`src/rtl/bp_io_traffic_gen.sv`:
```
// IO test engine: a burst write generator with bounded outstanding responses,
// and an independent loopback responder backed by a small scratch register file.
module bp_io_traffic_gen
#(
    parameter int                      addr_width_p      = 40,
    parameter int                      data_width_p      = 64,
    parameter int                      burst_cnt_width_p = 16,
    parameter int                      max_outstanding_p = 4,
    parameter logic [addr_width_p-1:0] base_addr_p       = addr_width_p'(32'h0010_1000),
    parameter logic [addr_width_p-1:0] addr_stride_p     = '0,
    parameter logic [data_width_p-1:0] data_stride_p     = data_width_p'(1),
    parameter int                      scratch_els_p     = 8
)
(
    input  logic                         clk_i,
    input  logic                         reset_i,

    input  logic                         start_i,
    input  logic [burst_cnt_width_p-1:0] burst_len_i,
    input  logic [data_width_p-1:0]      seed_data_i,
    output logic                         busy_o,
    output logic                         done_o,
    output logic                         err_o,

    output logic [addr_width_p-1:0]      cmd_addr_o,
    output logic [data_width_p-1:0]      cmd_data_o,
    output logic                         cmd_v_o,
    input  logic                         cmd_ready_and_i,
    input  logic                         resp_v_i,
    output logic                         resp_yumi_o,

    input  logic                         in_cmd_v_i,
    input  logic                         in_cmd_wr_i,
    input  logic [addr_width_p-1:0]      in_cmd_addr_i,
    input  logic [data_width_p-1:0]      in_cmd_data_i,
    output logic                         in_cmd_yumi_o,
    output logic                         in_resp_v_o,
    output logic [data_width_p-1:0]      in_resp_data_o,
    input  logic                         in_resp_ready_and_i
);

    localparam int out_w_lp = $clog2(max_outstanding_p + 1);
    localparam int idx_w_lp = $clog2(scratch_els_p);
    localparam int off_lp   = $clog2(data_width_p / 8);

    // ---------------- generator ----------------
    typedef enum logic [1:0] {e_idle, e_send, e_drain} state_e;

    state_e                       state_r, state_n;
    logic [burst_cnt_width_p-1:0] len_r, sent_r;
    logic [out_w_lp-1:0]          outst_r, outst_n;
    logic [addr_width_p-1:0]      addr_r;
    logic [data_width_p-1:0]      data_r;
    logic                         err_r, done_r;
    logic                         start_acc, cmd_hs, resp_ok, last_send;

    assign start_acc = start_i & (state_r == e_idle);
    assign cmd_hs    = cmd_v_o & cmd_ready_and_i;
    assign resp_ok   = resp_v_i & (outst_r != '0);
    assign last_send = cmd_hs & ((sent_r + burst_cnt_width_p'(1)) == len_r);

    // A handshake and a matched response in one cycle cancel out.
    always_comb begin
        outst_n = outst_r;
        if (cmd_hs & ~resp_ok)
            outst_n = outst_r + out_w_lp'(1);
        else if (~cmd_hs & resp_ok)
            outst_n = outst_r - out_w_lp'(1);
    end

    always_ff @(posedge clk_i) begin
        if (reset_i) state_r <= e_idle;
        else         state_r <= state_n;
    end

    always_comb begin
        state_n = state_r;
        unique case (state_r)
            e_idle:  if (start_acc && burst_len_i != '0) state_n = e_send;
            e_send:  if (last_send)                      state_n = e_drain;
            e_drain: if (outst_n == '0)                  state_n = e_idle;
            default:                                     state_n = e_idle;
        endcase
    end

    always_comb begin
        cmd_v_o = 1'b0;
        busy_o  = 1'b0;
        unique case (state_r)
            e_send: begin
                busy_o  = 1'b1;
                cmd_v_o = (outst_r < out_w_lp'(max_outstanding_p));
            end
            e_drain: busy_o = 1'b1;
            default: ;
        endcase
    end

    always_ff @(posedge clk_i) begin
        if (reset_i) begin
            len_r   <= '0;
            sent_r  <= '0;
            outst_r <= '0;
            addr_r  <= '0;
            data_r  <= '0;
            err_r   <= 1'b0;
            done_r  <= 1'b0;
        end else begin
            outst_r <= outst_n;
            err_r   <= err_r | (resp_v_i & (outst_r == '0));
            done_r  <= ((state_r == e_drain) && (outst_n == '0))
                     | (start_acc && (burst_len_i == '0));
            if (start_acc) begin
                len_r  <= burst_len_i;
                sent_r <= '0;
                addr_r <= base_addr_p;
                data_r <= seed_data_i;
            end else if (cmd_hs) begin
                addr_r <= addr_r + addr_stride_p;
                data_r <= data_r + data_stride_p;
                sent_r <= sent_r + burst_cnt_width_p'(1);
            end
        end
    end

    assign cmd_addr_o  = addr_r;
    assign cmd_data_o  = data_r;
    assign done_o      = done_r;
    assign err_o       = err_r;
    assign resp_yumi_o = resp_v_i & ~reset_i;

    // ---------------- loopback responder ----------------
    typedef struct packed {
        logic                    v;
        logic [data_width_p-1:0] data;
    } lb_resp_s;

    lb_resp_s                                   lb_r;
    logic [scratch_els_p-1:0][data_width_p-1:0] scratch_r;
    logic [idx_w_lp-1:0]                        in_idx;
    logic                                       unused_addr;

    assign in_idx        = in_cmd_addr_i[off_lp +: idx_w_lp];
    assign unused_addr   = ^in_cmd_addr_i;
    assign in_cmd_yumi_o = in_cmd_v_i & (~lb_r.v | in_resp_ready_and_i) & ~reset_i;

    // Reads return the pre-update word; writes echo the written data.
    always_ff @(posedge clk_i) begin
        if (reset_i) begin
            lb_r      <= '0;
            scratch_r <= '0;
        end else if (in_cmd_yumi_o) begin
            lb_r.v    <= 1'b1;
            lb_r.data <= in_cmd_wr_i ? in_cmd_data_i : scratch_r[in_idx];
            if (in_cmd_wr_i)
                scratch_r[in_idx] <= in_cmd_data_i;
        end else if (in_resp_ready_and_i) begin
            lb_r.v <= 1'b0;
        end
    end

    assign in_resp_v_o    = lb_r.v;
    assign in_resp_data_o = lb_r.data;

endmodule

```
`config.mk`:
```
export PLATFORM = sky130hd
export DESIGN_NAME = bp_io_traffic_gen
export DESIGN_NICKNAME = d
export VERILOG_FILES = /design/src/rtl/bp_io_traffic_gen.sv
export SDC_FILE = /design/constraint.sdc
export NUM_CORES = 2
export LEC_CHECK = 0
export CORE_MARGIN = 3
export CORE_UTILIZATION = 55
export CTS_CLUSTER_SIZE = 10
export DETAILED_ROUTE_END_ITERATION = 7
export MAX_ROUTING_LAYER = met4
export PLACE_DENSITY = 0.79
export SLEW_MARGIN = 15
export SYNTH_ARGS = -nofsm -noshare
export SYNTH_HDL_FRONTEND = slang
export SYNTH_SLANG_ARGS = --single-unit
```
`constraint.sdc`:
```
create_clock -name clk_i -period 3.5 [get_ports clk_i]
set_clock_uncertainty 0.05 [all_clocks]
set_input_delay 0.7 -clock clk_i [delete_from_list [all_inputs] [get_ports clk_i]]
set_output_delay 0.7 -clock clk_i [all_outputs]
set_load 0.02 [all_outputs]
```
; Word level (Yosys, flattened, before mapping)
; Index checks and enable logic that the tools add are counted.
[op_classes]
addsub = 4
n_reduce_logical = 16
n_eq_ne = 6
multipliers = 0
n_div = 0
bitwise_logic = 17
muxes = 19
order_cmp = 3
n_shift = 0
[ops]
columns = operator, n
row1 = $bwmux W512, 1
row2 = $mux W64, 5
row3 = $bmux W64 S3, 1
row4 = $demux W64 S3, 1
row5 = $add A64 B1 Y64 const B, 1
row6 = $mux W21, 1
row7 = $add A16 B1 Y16 const B, 1
row8 = $eq A16 B16 Y1, 1
row9 = $logic_not A16 Y1, 1
row10 = $reduce_bool A16 Y1, 1
row11 = $and A1 B1 Y1, 10
row12 = $logic_not A3 Y1, 2
row13 = $mux W2, 3
row14 = $mux W3, 2
row15 = $pmux W2 S3, 1
row16 = $logic_and A1 B1 Y1, 4
row17 = $lt A3 B4 Y1 const B, 1
row18 = $mux W1, 4
row19 = $ne A2 B2 Y1 const B, 2
row20 = $not A1 Y1, 4
row21 = $reduce_bool A2 Y1, 2
row22 = $reduce_or A2 Y1, 2
row23 = $add A3 B1 Y3 const B, 1
row24 = $ge A3 B1 Y1 const B, 1
row25 = other kinds (10), 12
[totals]
in_bits = 192
mem_bits_ro = 0
n_memories = 0
word_cells = 83
regBits = 682
ramBits = 0
latch_bits = 0

; Longest topological paths before layout
[depth]
depth_word = 10
depth_mapped = 11
ltp_nobuf = 9

; Least setup slack after synthesis
; No wires, ideal clock.
[synth_path]
kind = input-to-reg
startpoint = input port cmd_ready_and_i
endpoint = register data_r[30] (netlist: cmd_data_o[30])
slack_ns = 0.862
required_ns = 3.364
setup_time_ns = 0.086
cell_stages = 8
arrival_time_ns = 2.503
path_cell_list = and3b_1 -> buf_4 -> nand4_4 -> or4_4 -> nor3_4 -> or2b_1 -> xnor2_1 -> a211oi_1
[synth_via]
elab_chain_cells = 2
[synth_lines]
columns = item, line_no
row1 = "start, declared", 28  ; input logic cmd_ready_and_i,
row2 = $and A1 B1 Y1, 58  ; assign cmd_hs = cmd_v_o & cmd_ready_and_i;
row3 = $reduce_bool A2 Y1 (no line), -
row4 = "end signal, assigned", 117  ; data_r <= seed_data_i;
row5 = "end signal, assigned", 120  ; data_r <= data_r + data_stride_p;
row6 = "end, declared", 53  ; logic [data_width_p-1:0] data_r;
; Every way passes these cells.
; A chain may end at the register's enable or synchronous reset.

; Worst setup path after layout
[layout_path]
startpoint = input port in_resp_ready_and_i
endpoint = output port in_cmd_yumi_o
[layout_via]
elab_chain_cells = 3
[layout_lines]
columns = item, line_no
row1 = "start, declared", 39  ; input logic in_resp_ready_and_i
row2 = $or A1 B1 Y1, 145  ; assign in_cmd_yumi_o = in_cmd_v_i & (~lb_r.v | in_resp_ready_and_i) & ~reset_i;
row3 = $and A1 B1 Y1 (2 in a row), 145
row4 = "end, declared", 36  ; output logic in_cmd_yumi_o,
; Every way passes these cells.

==> results by stage <==
STA:
- Setup repair after global routing left no endpoint under its margin.
- Measured against its own limit, the worst slew margin works out to 25.9%.
- The total negative setup slack is 0 ps.
- The minimum period implied by the final worst setup slack is 3120 ps.
- The achievable clock frequency is 0.320 GHz.
- The total count of hold-check failures in the final report came to 0.
- Of the available clock period, the critical path in the final layout requires approximately 89%.
- The final-report setup violation count is 0.
- The number of max-slew violations in the final report is 0.
- At the pin with the least slew margin, the transition time is 1110 ps.

Logic synthesis:
- The mapped netlist covers 30,400 sq um.
- The count of warnings emitted by yosys is 0.
- In this run, synthesis inferred 0 flip-flops with an integrated enable.
- Of the synthesized area, sequential elements account for between 40 and 50%.
- Counting distinct cell types in the post-synthesis netlist gives 69.
- After synthesis the netlist holds a flip-flop and latch count of 681.
- The share of flip-flops with an asynchronous set or reset is 0%.
- The gate count after technology mapping is around 3,900.
- The average instance in the mapped netlist occupies 7.86 sq um.
- For this run, the leading register cell type out of synthesis is dfxtp_1.

Place:
- During placement, the flow inserted port buffers numbering 291.
- After detailed placement, the design holds a cell count of 4,588.
- The HPWL after detailed placement is 55.2 mm.
- The congestion estimate from routability-driven global placement came to a little under 0.9.

Critical path:
- The worst register-to-register path ends at cmd_data_o[50].
- The class of the most critical setup path is input port to primary output.
- The maximum fanout along the worst path is 4.
- The critical path goes through clkdlybuf4s50_1, nand2b_1, nand2_2, nor2_1, buf_4, clkdlybuf4s50_1.
- The worst flop-to-flop path startpoint is state_r[1].
- The required arrival time at the worst endpoint is about 2800 ps.
- The setup slack on the worst flop-to-flop path is between 500 and 600 ps.
- The slowest stage cell on the critical path is clkdlybuf4s50_1.
- The most frequent cell on the critical path is clkdlybuf4s50_1.
- STA classifies the critical path endpoint as a primary output.
- The critical path launch point type is an input port.
- The delay of the slowest cell on the worst path is between 600 and 700 ps.
- The worst reg2reg path depth is 10.
- For the worst setup path, the data arrival time is about 2400 ps.

Power and ir drop:
- Summed over all nets, the switching power comes to 0.00512 W.
- The reported leakage power is 12.2 nW.
- The internal power component is ~0.013 W.
- The power per cell area is around 520 nW/um^2.
- The clock network is responsible for 39.3% of the overall power.
- In this run switching power makes up 27.5% of total power.
- VDD sags by at most 361 uV.
- In this run, the combinational gates consume 15.4% of the power.
- Power comes to 0.0186 W.
- The portion of total power attributed to sequential cells is about 45%.

Run status:
- The flow ran to the end, and the final reports show no timing, DRC or antenna violations.

Clocking:
- The worst-skew pair later-pin latency is 620 ps.
- Clock-pin slew was measured on the worst setup and hold paths at 50 ps.
- The number of setup buffers added after CTS is 0.
- The tree is rooted in a clkbuf_16.
- The clock tree synthesis step divided the H-tree into 3 levels.
- The total clock buffers created by CTS is ~80.
- The clock tree from TritonCTS is built.
- The post-cts hold buffer count is 0.
- The number of sinks on the clock net is about 680.
- The number of gates resized after CTS was 0.
- The clock passes through at most 3 buffers.

Min path:
- The worst hold path begins at scratch_r[147].
- In this run the worst hold path is classified as flop to flop.
- The terminating pin of the worst hold path is scratch_r[147].
- The cell count of the worst hold path is 2.

Floorplan:
- From left edge to right edge, the die measures 241 microns.
- The floorplan step defined a die boundary enclosing 58,100 sq um.
- The placeable core region is 54,200 sq um.
- Row generation in the floorplan step produced 85 rows.
- The number of I/O pins is between 300 and 400.
- The height of the chip is around 240 microns.
- The starting utilization of the core area is 56.0%.

Layout:
- Of the cells placed in the final design, the portion with a size suffix greater than 1 is just under 8%.
- Leaving out filler cells and counting taps, the final layout contains 4,697.
- The area growth from synthesis to layout is 18.4%.
- Cells fill between 60% and 70% of the core in the end.
- The post-layout net count is 4,175.
- The total of fill cells in the finished design is 4,524.

Detailed routing:
- The number of DRC markers in iteration 0 is 2,884.
- The number of remaining DRC errors is 0.
- The total wirelength of the detailed-routed design is between 90 and 100 mm.
- The detail-routed net length per standard cell is 20.1 microns.
- The final route contains 28,000 vias.
- Before antenna repair, the detailed router went through 6 iterations.
- The via density per instance is 5.96.
- The antenna violation net count after detailed routing is 0.

Global routing:
- The via count of the first global-routing pass was 26,500.
- The number of antenna violations at the first check in global routing is 9.
- The overall fraction of global-route tracks in use is 32.4%.
- The global-route wire length before repair is 145 mm.
- The aggregate global routing overflow is 0.
- The maximum number of pins on one net before global-route repair is 178.

Job:
- Across the run, the number of max-cap violations was 0.
## per-stage QoR
stage          area (sq um)  setup WS (ps)  hold WS [ps]
3_5_place_dp          33800            158           393
6_report              35900            376           399
3_3_place_gp          33800            256           388
2_1_floorplan         30500            862           383
4_1_cts               35900            388           371
5_1_grt               35900            296           414
## cells by family after synthesis
group                    count (synthesis)  share of synthesized area [%]
AND/OR/NAND/NOR                       1600                           21.6
buffers and inverters                  414                           5.71
multiplexers                           163                           7.81
XOR/XNOR                                93                           2.68
AO/OA/AOI/OAI                          900                           16.8
adder cells (fa/ha/maj)                 10                          0.412
other                                    1                         0.0123
flip-flops                             681                           44.9
## critical path: cells and delay by family
kind | cells | cell delay (ps)
simple gates | 3 | 460
buf+inv | 3 | 1220
## flip-flops by register name, indices dropped and copies added, names as in the netlist
signal          cells
outst_r             3
cmd_addr_o          1
cmd_data_o         64
in_resp_v_o         1
len_r              16
done_o              1
scratch_r         512
state_r             2
in_resp_data_o     64
sent_r             16
err_o               1
## placed cells by master (no fill, tap or decap), drive strengths merged, types with 14 or more instances in the layout
master	Yosys	layout
a211oi	74	74
a21oi	649	649
a22oi	38	38
and2	14	14
and3	19	19
buf	90	103
clkbuf	307	95
clkdlybuf4s50	0	286
conb	1	38
dfxtp	681	681
inv	17	19
mux2	33	33
mux2i	74	74
mux4	56	56
nand2	1236	1236
nand2b	38	38
nand3	47	47
nand4	25	25
nor2	152	152
nor3	16	16
o21ai	46	46
o311ai	15	15
xnor2	37	37
xor2	56	56
## per-layer routing
metal / vias up / track usage (%) / wire length, microns
met5: - / - / 0
met4: 0 / 14.4 / 3530
met3: 259 / 6.99 / 9930
met2: 1392 / 50.9 / 43400
met1: 13200 / 40.1 / 37500
li1: 13100 / - / -
## power groups by stage
stage	sequential, W	clock (W)	combinational, W
after floorplan	0.00877	0	0.00145
after global placement	0.00856	0	0.00280
after detailed placement	0.00857	0	0.00282
after CTS	0.00841	0.00738	0.00284
after global routing	0.00846	0.00768	0.00310
final	0.00842	0.00730	0.00287
## synthesized netlist by cell type (all sizes together), types with 38 or more instances
cell type     n  area share (%)
xor2         56             1.6
o21ai        46            0.76
clkbuf      307             3.8
a21oi       649              11
mux2i        74             2.4
dfxtp       681              45
nor2        152             1.9
mux4         56             4.2
nand2      1236              15
nand3        47            0.79
a22oi        38            0.94
buf          90             1.7
nand2b       38            0.78
a211oi       74             1.8
## worst max-delay path by stage
stage / from / end / slack, ps / cells after the start
2_1_floorplan: cmd_ready_and_i / cmd_data_o[30] / 860 / 8
3_3_place_gp: cmd_ready_and_i / cmd_data_o[50] / 260 / 9
3_5_place_dp: cmd_ready_and_i / cmd_data_o[50] / 160 / 9
4_1_cts: in_resp_ready_and_i / in_cmd_yumi_o / 390 / 6
5_1_grt: in_resp_ready_and_i / in_cmd_yumi_o / 300 / 6
6_report: in_resp_ready_and_i / in_cmd_yumi_o / 380 / 6
## final cells by class
cell class,count,area [sq um],share of cell area (%)
Tap cell,696,871,2.42
Antenna cell,10,25.0,0.0696
Sequential cell,681,13600,37.9
Multi-Input combinational cell,2804,15200,42.4
Inverter,17,63.8,0.178
Timing Repair Buffer,390,3960,11.0
Clock inverter,5,68.8,0.191
Clock buffer,94,2100,5.83
(Power assumes the default switching activity.)
